**config.mk**
```make
export PLATFORM = sky130hd
export DESIGN_NAME = slc3_control_pw
export DESIGN_NICKNAME = d
export VERILOG_FILES = /design/src/rtl/slc3_control_pw.sv
export SDC_FILE = /design/constraint.sdc
export NUM_CORES = 1
export LEC_CHECK = 0
export CAP_MARGIN = 20
export CORE_ASPECT_RATIO = 0.5
export CORE_MARGIN = 1
export CORE_UTILIZATION = 49
export CTS_CLUSTER_DIAMETER = 100
export DETAILED_ROUTE_END_ITERATION = 6
export PLACE_DENSITY = 0.8
export SLEW_MARGIN = 20
export SYNTH_ARGS = -nofsm -noshare
export SYNTH_HDL_FRONTEND = slang
export SYNTH_SLANG_ARGS = --single-unit
```
**constraint.sdc**
```tcl
create_clock -name clk -period 3.4 [get_ports clk]
set_clock_uncertainty 0.2 [all_clocks]
set_input_delay 0.68 -clock clk [delete_from_list [all_inputs] [get_ports clk]]
set_output_delay 0.68 -clock clk [all_outputs]
set_load 0.02 [all_outputs]
```
**src/rtl/slc3_control_pw.sv**
```systemverilog
// SLC-3 instruction sequencer: fetch, decode and execute control for the SLC-3 datapath.
// A single wait counter stretches every memory access (fetch, load, store) to MEM_WAIT cycles.
module slc3_control_pw #(
   parameter int MEM_WAIT = 3,
   parameter int PAUSE_EN = 1
) (
   input  logic        clk,
   input  logic        reset,
   input  logic [15:0] ir,
   input  logic        ben,
   input  logic        run_i,
   input  logic        continue_i,
   output logic        ld_mar,
   output logic        ld_mdr,
   output logic        ld_ir,
   output logic        ld_pc,
   output logic        ld_led,
   output logic        ld_ben,
   output logic        ld_reg,
   output logic        ld_cc,
   output logic [3:0]  bus_sel,
   output logic        mdr_sel,
   output logic [1:0]  pcmux,
   output logic        addr1_sel,
   output logic [1:0]  addr2_sel,
   output logic        sr1_sel,
   output logic        dr_sel,
   output logic        sr2_sel,
   output logic [1:0]  aluk,
   output logic        mem_ena,
   output logic        mem_wr_ena,
   output logic        halted_o
);

   typedef enum logic [4:0] {
      S_HALTED    = 5'd0,
      S_FETCH     = 5'd1,
      S_FETCH_MEM = 5'd2,
      S_FETCH_IR  = 5'd3,
      S_DECODE    = 5'd4,
      S_ADD       = 5'd5,
      S_AND       = 5'd6,
      S_NOT       = 5'd7,
      S_LDR_ADDR  = 5'd8,
      S_LDR_MEM   = 5'd9,
      S_LDR_WB    = 5'd10,
      S_STR_ADDR  = 5'd11,
      S_STR_DATA  = 5'd12,
      S_STR_MEM   = 5'd13,
      S_JSR_LINK  = 5'd14,
      S_JSR_JUMP  = 5'd15,
      S_JMP       = 5'd16,
      S_BR        = 5'd17,
      S_BR_TAKE   = 5'd18,
      S_PAUSE1    = 5'd19,
      S_PAUSE2    = 5'd20
   } state_e;

   typedef struct packed {
      logic       ld_mar;
      logic       ld_mdr;
      logic       ld_ir;
      logic       ld_pc;
      logic       ld_led;
      logic       ld_ben;
      logic       ld_reg;
      logic       ld_cc;
      logic [3:0] bus_sel;
      logic       mdr_sel;
      logic [1:0] pcmux;
      logic       addr1_sel;
      logic [1:0] addr2_sel;
      logic       sr1_sel;
      logic       dr_sel;
      logic [1:0] aluk;
      logic       mem_ena;
      logic       mem_wr_ena;
      logic       halted;
   } ctrl_t;

   localparam logic [3:0] WAIT_LAST = 4'(MEM_WAIT - 1);

   state_e      state_q, state_d;
   logic [3:0]  cnt_q, cnt_d;
   ctrl_t       ctrl_q;
   logic        wait_done_s;
   logic        ir_unused_s;

   assign ir_unused_s = ^{ir[10:6], ir[4:0]};

   function automatic ctrl_t halted_ctrl();
      ctrl_t c;
      c = '0;
      c.halted = 1'b1;
      return c;
   endfunction

   // Control word for a state; evaluated on the next state so outputs come straight from flops
   function automatic ctrl_t decode_ctrl(input state_e st, input logic jsr_imm);
      ctrl_t c;
      c = '0;
      case (st)
         S_HALTED: c.halted = 1'b1;
         S_FETCH: begin
            c.bus_sel = 4'b0100;
            c.ld_mar  = 1'b1;
            c.ld_pc   = 1'b1;
            c.pcmux   = 2'b00;
         end
         S_FETCH_MEM, S_LDR_MEM: begin
            c.mem_ena = 1'b1;
            c.ld_mdr  = 1'b1;
            c.mdr_sel = 1'b1;
         end
         S_FETCH_IR: begin
            c.bus_sel = 4'b0001;
            c.ld_ir   = 1'b1;
         end
         S_DECODE: c.ld_ben = 1'b1;
         S_ADD, S_AND, S_NOT: begin
            c.sr1_sel = 1'b1;
            c.bus_sel = 4'b0010;
            c.ld_reg  = 1'b1;
            c.ld_cc   = 1'b1;
            c.aluk    = (st == S_ADD) ? 2'b00 : ((st == S_AND) ? 2'b01 : 2'b10);
         end
         S_LDR_ADDR, S_STR_ADDR: begin
            c.sr1_sel   = 1'b1;
            c.addr1_sel = 1'b1;
            c.addr2_sel = 2'b01;
            c.bus_sel   = 4'b1000;
            c.ld_mar    = 1'b1;
         end
         S_LDR_WB: begin
            c.bus_sel = 4'b0001;
            c.ld_reg  = 1'b1;
            c.ld_cc   = 1'b1;
         end
         S_STR_DATA: begin
            c.aluk    = 2'b11;
            c.bus_sel = 4'b0010;
            c.ld_mdr  = 1'b1;
         end
         S_STR_MEM: begin
            c.mem_ena    = 1'b1;
            c.mem_wr_ena = 1'b1;
         end
         S_JSR_LINK: begin
            c.bus_sel = 4'b0100;
            c.dr_sel  = 1'b1;
            c.ld_reg  = 1'b1;
         end
         S_JSR_JUMP: begin
            c.ld_pc = 1'b1;
            c.pcmux = 2'b10;
            if (jsr_imm) begin
               c.addr2_sel = 2'b11;
            end else begin
               c.sr1_sel   = 1'b1;
               c.addr1_sel = 1'b1;
            end
         end
         S_JMP: begin
            c.sr1_sel   = 1'b1;
            c.addr1_sel = 1'b1;
            c.pcmux     = 2'b10;
            c.ld_pc     = 1'b1;
         end
         S_BR: c = '0;
         S_BR_TAKE: begin
            c.addr2_sel = 2'b10;
            c.pcmux     = 2'b10;
            c.ld_pc     = 1'b1;
         end
         S_PAUSE1, S_PAUSE2: c.ld_led = 1'b1;
         default: c = halted_ctrl();
      endcase
      return c;
   endfunction

   assign wait_done_s = (cnt_q == WAIT_LAST);

   // Next-state and wait-counter logic; the counter is zero in every non-memory state
   always_comb begin
      state_d = state_q;
      cnt_d   = 4'd0;
      case (state_q)
         S_HALTED: begin
            if (run_i) begin
               state_d = S_FETCH;
            end else begin
               state_d = S_HALTED;
            end
         end
         S_FETCH: state_d = S_FETCH_MEM;
         S_FETCH_MEM, S_LDR_MEM, S_STR_MEM: begin
            if (wait_done_s) begin
               case (state_q)
                  S_FETCH_MEM: state_d = S_FETCH_IR;
                  S_LDR_MEM:   state_d = S_LDR_WB;
                  default:     state_d = S_FETCH;
               endcase
            end else begin
               cnt_d   = cnt_q + 4'd1;
               state_d = state_q;
            end
         end
         S_FETCH_IR: state_d = S_DECODE;
         S_DECODE: begin
            case (ir[15:12])
               4'b0001: state_d = S_ADD;
               4'b0101: state_d = S_AND;
               4'b1001: state_d = S_NOT;
               4'b0110: state_d = S_LDR_ADDR;
               4'b0111: state_d = S_STR_ADDR;
               4'b0100: state_d = S_JSR_LINK;
               4'b1100: state_d = S_JMP;
               4'b0000: state_d = S_BR;
               4'b1101: state_d = (PAUSE_EN != 0) ? S_PAUSE1 : S_FETCH;
               default: state_d = S_FETCH;
            endcase
         end
         S_ADD, S_AND, S_NOT, S_LDR_WB, S_JSR_JUMP, S_JMP, S_BR_TAKE: state_d = S_FETCH;
         S_LDR_ADDR: state_d = S_LDR_MEM;
         S_STR_ADDR: state_d = S_STR_DATA;
         S_STR_DATA: state_d = S_STR_MEM;
         S_JSR_LINK: state_d = S_JSR_JUMP;
         S_BR: begin
            if (ben) begin
               state_d = S_BR_TAKE;
            end else begin
               state_d = S_FETCH;
            end
         end
         S_PAUSE1: begin
            if (continue_i) begin
               state_d = S_PAUSE2;
            end else begin
               state_d = S_PAUSE1;
            end
         end
         S_PAUSE2: begin
            if (!continue_i) begin
               state_d = S_FETCH;
            end else begin
               state_d = S_PAUSE2;
            end
         end
         default: state_d = S_HALTED;
      endcase
   end

   // State, wait counter and registered control word
   always_ff @(posedge clk or posedge reset) begin
      if (reset) begin
         state_q <= S_HALTED;
         cnt_q   <= 4'd0;
         ctrl_q  <= halted_ctrl();
      end else begin
         state_q <= state_d;
         cnt_q   <= cnt_d;
         ctrl_q  <= decode_ctrl(state_d, ir[11]);
      end
   end

   assign ld_mar     = ctrl_q.ld_mar;
   assign ld_mdr     = ctrl_q.ld_mdr;
   assign ld_ir      = ctrl_q.ld_ir;
   assign ld_pc      = ctrl_q.ld_pc;
   assign ld_led     = ctrl_q.ld_led;
   assign ld_ben     = ctrl_q.ld_ben;
   assign ld_reg     = ctrl_q.ld_reg;
   assign ld_cc      = ctrl_q.ld_cc;
   assign bus_sel    = ctrl_q.bus_sel;
   assign mdr_sel    = ctrl_q.mdr_sel;
   assign pcmux      = ctrl_q.pcmux;
   assign addr1_sel  = ctrl_q.addr1_sel;
   assign addr2_sel  = ctrl_q.addr2_sel;
   assign sr1_sel    = ctrl_q.sr1_sel;
   assign dr_sel     = ctrl_q.dr_sel;
   assign aluk       = ctrl_q.aluk;
   assign mem_ena    = ctrl_q.mem_ena;
   assign mem_wr_ena = ctrl_q.mem_wr_ena;
   assign halted_o   = ctrl_q.halted;

   // SR2 mux follows the immediate flag of the live instruction while an ADD/AND executes
   assign sr2_sel = ((state_q == S_ADD) || (state_q == S_AND)) ? ir[5] : 1'b0;

endmodule
```
* Word level (Yosys, flattened, before mapping)
Memory sizes are Yosys's and may differ from the RTL's.
Index checks and enable logic that the tools add are counted.
** Operators by class
- Add/sub/neg operators :: 1
- Multipliers :: 0
- Divide/modulo/power cells :: 0
- $lt $le $gt $ge :: 0
- Equality and inequality tests :: 41
- Shift-type cells :: 0
- Muxes and demuxes :: 33
- Bitwise gates (word level) :: 0
- Reduce and logical (&&, ||, !) cells :: 21
** Operator list (number)
- == test 5 x 4 -> 1 bit, second input constant :: 16
- case mux 5 bit (13 select lines) :: 1
- == test 5 bit, second input constant :: 10
- == test 5 x 3 -> 1 bit, second input constant :: 8
- OR reduction 3 bit :: 7
- == test 5 x 2 -> 1 bit, second input constant :: 4
- OR reduction 20 bit :: 1
- two-way mux 1 bit :: 16
- case mux 4 bit (4 select lines) :: 1
- two-way mux 5 bit :: 3
- OR reduction 4 bit :: 3
- == test 5 x 1 -> 1 bit, second input constant :: 2
- OR reduction 2 bit :: 5
- two-way mux 2 bit :: 4
- two-way mux 4 bit :: 2
- case mux 4 bit (2 select lines) :: 1
- OR reduction 7 bit :: 1
- case mux 2 bit (3 select lines) :: 1
- OR reduction 6 bit :: 1
- logical NOT 5 bit :: 1
- OR reduction 5 bit :: 1
- adder 4 x 1 -> 4 bit, second input constant :: 1
- == test 4 x 2 -> 1 bit, second input constant :: 1
- case mux 1 bit (2 select lines) :: 2
- 3 further kinds :: 3
** Word-level totals
- Register bits :: 34
- Latch bits :: 0
- Bits in writable memories :: 0
- ROM bits :: 80
- Logic and storage cells :: 118
- Memories kept :: 1
** Memories
- (no name shown) :: words 16, bits a word 5, rd ports 1, clocked after memory_dff 0, write ports 0, line 210 : case (ir[15:12])

* Longest topological paths before layout
- Word-level depth :: 8
- Depth in mapped cells :: 11

* Worst setup path after synthesis
Ideal clock, no wire load.
- Path kind :: reg2reg
- From :: reg cnt_q[0]
- To :: reg ctrl_q (netlist bit sr1_sel)
- Arrival time :: 2.513 ns
- Required time :: 3.062 ns
- Path slack :: 0.548 ns
- Cell stages (with the launch flop) :: 12
- Clock period less this slack :: 2.852 ns
- Path through :: dfrtp_1 -> inv_1 -> ha_1 -> or3b_1 -> buf_2 -> o41a_1 -> o2111ai_2 -> a21o_4 -> nor2_4 -> o21ai_2 -> inv_2 -> or4_4
** On the way
- Longest elaborated chain between the ends :: 6
- Elaborated cells between the ends (all ways) :: 12
- Those cells by class :: eq/ne (8); mux (3); reduce/logical (1)
** RTL lines
- start: declaration :: line 84 : logic [3:0] cnt_q, cnt_d;
- start signal: assignment :: line 261 : cnt_q <= cnt_d;
- == test 4 x 2 -> 1 bit * :: line 181 : assign wait_done_s = (cnt_q == WAIT_LAST);
- two-way mux 5 bit * :: line 197 : if (wait_done_s) begin
- case mux 5 bit (13 select lines) * :: line 187 : case (state_q)
- == test 5 x 3 -> 1 bit (tied with other cells) :: line 102 : case (st)
- OR reduction 6 bit (no source line)
- case mux 1 bit (2 select lines) * :: line 102
- end signal: assignment :: line 258 : ctrl_q <= halted_ctrl();
- end signal: assignment :: line 262 : ctrl_q <= decode_ctrl(state_d, ir[11]);
- end: declaration :: line 85 : ctrl_t ctrl_q;
Every way passes the cells marked *; elsewhere a longest branch is shown, timed or not.

* Worst setup path in the final report
- From :: reg cnt_q[0]
- To :: reg ctrl_q (netlist bit halted_o)
** On the way
- Longest elaborated chain between the ends :: 6
- Elaborated cells between the ends (all ways) :: 25
- Those cells by class :: eq/ne (21); mux (3); reduce/logical (1)
** RTL lines (line)
- == test 4 x 2 -> 1 bit * :: 181
- two-way mux 5 bit * :: 197
- case mux 5 bit (13 select lines) * :: 187
- == test 5 x 3 -> 1 bit (tied with other cells) :: 102
- OR reduction 20 bit (no source line) *
- two-way mux 1 bit * :: 102
Marked as above.

==> flow_summary_export.csv <==
group,metric,value,unit
synth,syn-num-nets,217,
clocking,cts_tree,"built",
synth,post_synth_mux_area_share,0.541,%
power_and_ir_drop,power_density,859,nW/µm²
floorplan,fp.dieW,88.9,µm
route,drt_iter0_drc,120,
worst_setup_path,startpoint,"cnt_q[0]$_DFF_PP0_",
floorplan,die_y,45.4,µm
clocking,h-tree-depth,2,
global_route,antenna_found_initial,0,
clocking,cts_sinks,33,
route,dr.pass1.iters,4,
synth,synthTopCellsByArea,"dfrtp_1, nand2_1, a21oi_1",
synth,synthSimpleGateAreaFrac,28.4,%
power_and_ir_drop,peakVddDrop,0.293,mV
layout,largest_reg_flops,5,
route,wirelength,4.37,mm
layout,drive_gt1_share,12.9,%
timing,worst_slew_margin_rel,46.1,%
clocking,cts_buffers,5,
placement,place.port_buffers,35,
timing,tightest_slew,0.806,ns
power_and_ir_drop,p_leak,0.00102,µW
placement,place_area,2260,µm²
worst_setup_path,cp_max_fo,6,
floorplan,num_io_pins,47,
timing,finalSetupTns,0,ns
layout,antenna_cells,0,
route,avgRoutedWirePerCell,15.4,µm
timing,grt_setup_unrepaired,"false",
synth,synth_flop_cell,"dfrtp_1",
min_path,min_path_type,"reg2reg",
clocking,clockBufferDepth,2,
timing,final.min_clock_period,3.16,ns
floorplan,floorplan.initialDensity,52.4,%
timing,final-hold-violation-count,0,
floorplan,placementRows,15,
job,max-cap-violations,0,
worst_setup_path,crit_type,"reg2reg",
clocking,clock_latency,0.28,ns
route,drtAntennaViolNets,0,
worst_setup_path,start_kind,"register",
placement,pre_cts_slack,0.110,ns
clocking,clk_pin_slew_worst_paths,0.07,ns
clocking,ctsResizeCount,0,
placement,gp_congestion,0.908,
timing,setup_viol,0,
synth,syn_avg_cell_area,9.53,µm²
route,vias_per_cell,5.70,
synth,synth_xor_area_share,1.89,%
timing,fin_ws,0.241,ns
layout,design_area,2350,µm²
clocking,postCtsSetupBuffers,0,
synth,synth_top_family_by_area,"simple AND/OR/NAND/NOR gates",
layout,syn2layout_area_growth,26.9,%
worst_setup_path,crit_chain,"inv_1 -> ha_1 -> or3b_1 -> o41a_1 -> o2111ai_2 -> a21oi_1 -> buf_4 -> or4b_4 -> o221ai_2 -> nor4_1",
route,drc,0,
synth,synth_area,1850,µm²
global_route,grt_pass1_wl,7.25,mm
synth,synth_cells,194,
worst_setup_path,critPathRequiredTime,3.41,ns
worst_setup_path,cpMaxStageDelayCell,"or4b_4",
global_route,grt_use_total,25.1,%
min_path,hp-start,"cnt_q[0]$_DFF_PP0_",
worst_setup_path,endpoint_kind,"register",
timing,hold_ws,0.300,ns
synth,synth_largest_area_cell,"dfrtp_1",
clocking,cts-root-buf,"clkbuf_8",
layout,regMostFlops,"state_q",
placement,hpwl,3.35,mm
synth,synth-seq-cells,33,
global_route,grt_max_degree,34,
global_route,grt_overflow,0,
synth,synth_top_area_share,43.3,%
outcome,status,"complete, no violations",
synth,async_flop_share,100,%
timing,period_share,92.9,%
layout,stdcell_count,284,
synth,synth_compound_area_share,17.8,%
synth,synthAdderAreaFrac,1.35,%
timing,fmax,0.317,GHz
global_route,grt_pass1_vias,1414,
synth,synth_cell_types,59,
synth,synth_edf_count,0,
floorplan,core-area,3530,µm²
placement,placed_cells_incl_taps,276,
worst_setup_path,slowest_delay,0.55,ns
worst_setup_path,worstPathArrival,3.16,ns
synth,synth_seq_area_share,44.7,%
timing,drv_slew,0,
worst_setup_path,reg2reg_from,"cnt_q[0]$_DFF_PP0_",
layout,final_nets,255,
clocking,holdBufCountCts,0,
synth,ys_warn_count,0,
route,vias,1620,
floorplan,die_area,4040,µm²
-- final timing paths --
check	to	slack [ns]	cells past startpoint
min	cnt_q[0]$_DFF_PP0_	0.30	1
max reg2reg	halted_o$_DFF_PP1_	0.24	10
min reg2reg	cnt_q[0]$_DFF_PP0_	0.30	1
max	halted_o$_DFF_PP1_	0.24	10
max in group asynchronous	halted_o$_DFF_PP1_	2.10	3
min in group asynchronous	aluk[0]$_DFF_PP0_	0.58	3
-- power by group --
part           internal [µW]  switching, µW
Clock                    142            136
Sequential               503            121
Combinational            479            636
-- worst max-delay path: cells and delay by family (launching register included) --
family / cells / cell delay (ns)
flip-flops: 1 / 0.41
AO/OA/AOI/OAI: 4 / 0.87
adder cells (fa/ha/maj): 1 / 0.19
AND/OR/NAND/NOR: 3 / 1.15
buffers and inverters: 2 / 0.25
-- layout make-up --
class,count,area (µm²)
clock buffers,6,72.6
clock inverters,2,10.0
fillers,289,1180
inverters,9,33.8
multi-input cells,140,928
flip-flops and latches,33,827
well taps,51,63.8
repair buffers,43,410
-- stage by stage --
step	utilization, %	total power, µW
CTS	66.5	2000
detailed placement	64.1	1730
finish	66.5	2020
global placement	64.1	1680
floorplan	-	1360
global route	66.5	2160
-- layer usage --
layer  up-vias  global-route usage (%)  share of wire (%)
met4         0                    8.71               0.92
met5         -                       0                  0
li1        777                       -                  -
met2        58                    39.5                 46
met3         5                    4.53                6.0
met1       780                    35.5                 47
-- Yosys cell counts (4+ instances only) --
cell      count
dfrtp_1      32
nand2_1      21
a21oi_1      13
nor2_1       10
nor2b_1       9
buf_2         6
inv_1         6
nand2b_1      6
nor3_1        6
o21ai_0       5
and3b_1       4
nor4_1        4
o211ai_1      4
-- cells by family after synthesis --
logic type / Yosys count
muxes: 1
adders and majority gates: 2
buffers and inverters: 21
xor gates and xnor gates: 4
and+or+nand+nor: 86
other: 1
AOI/OAI and AO/OA: 46
DFF: 33
-- cell usage in the layout (no fill, tap or decap), types with 6 or more instances in the layout --
cell type	count
clkdlybuf4s50_1	35
dfrtp_1	32
nand2_1	21
a21oi_1	13
nor2_1	10
nor2b_1	9
buf_4	8
inv_1	6
nor3_1	6
nand2b_1	6
Note: power is estimated with default switching activity, not from simulation.
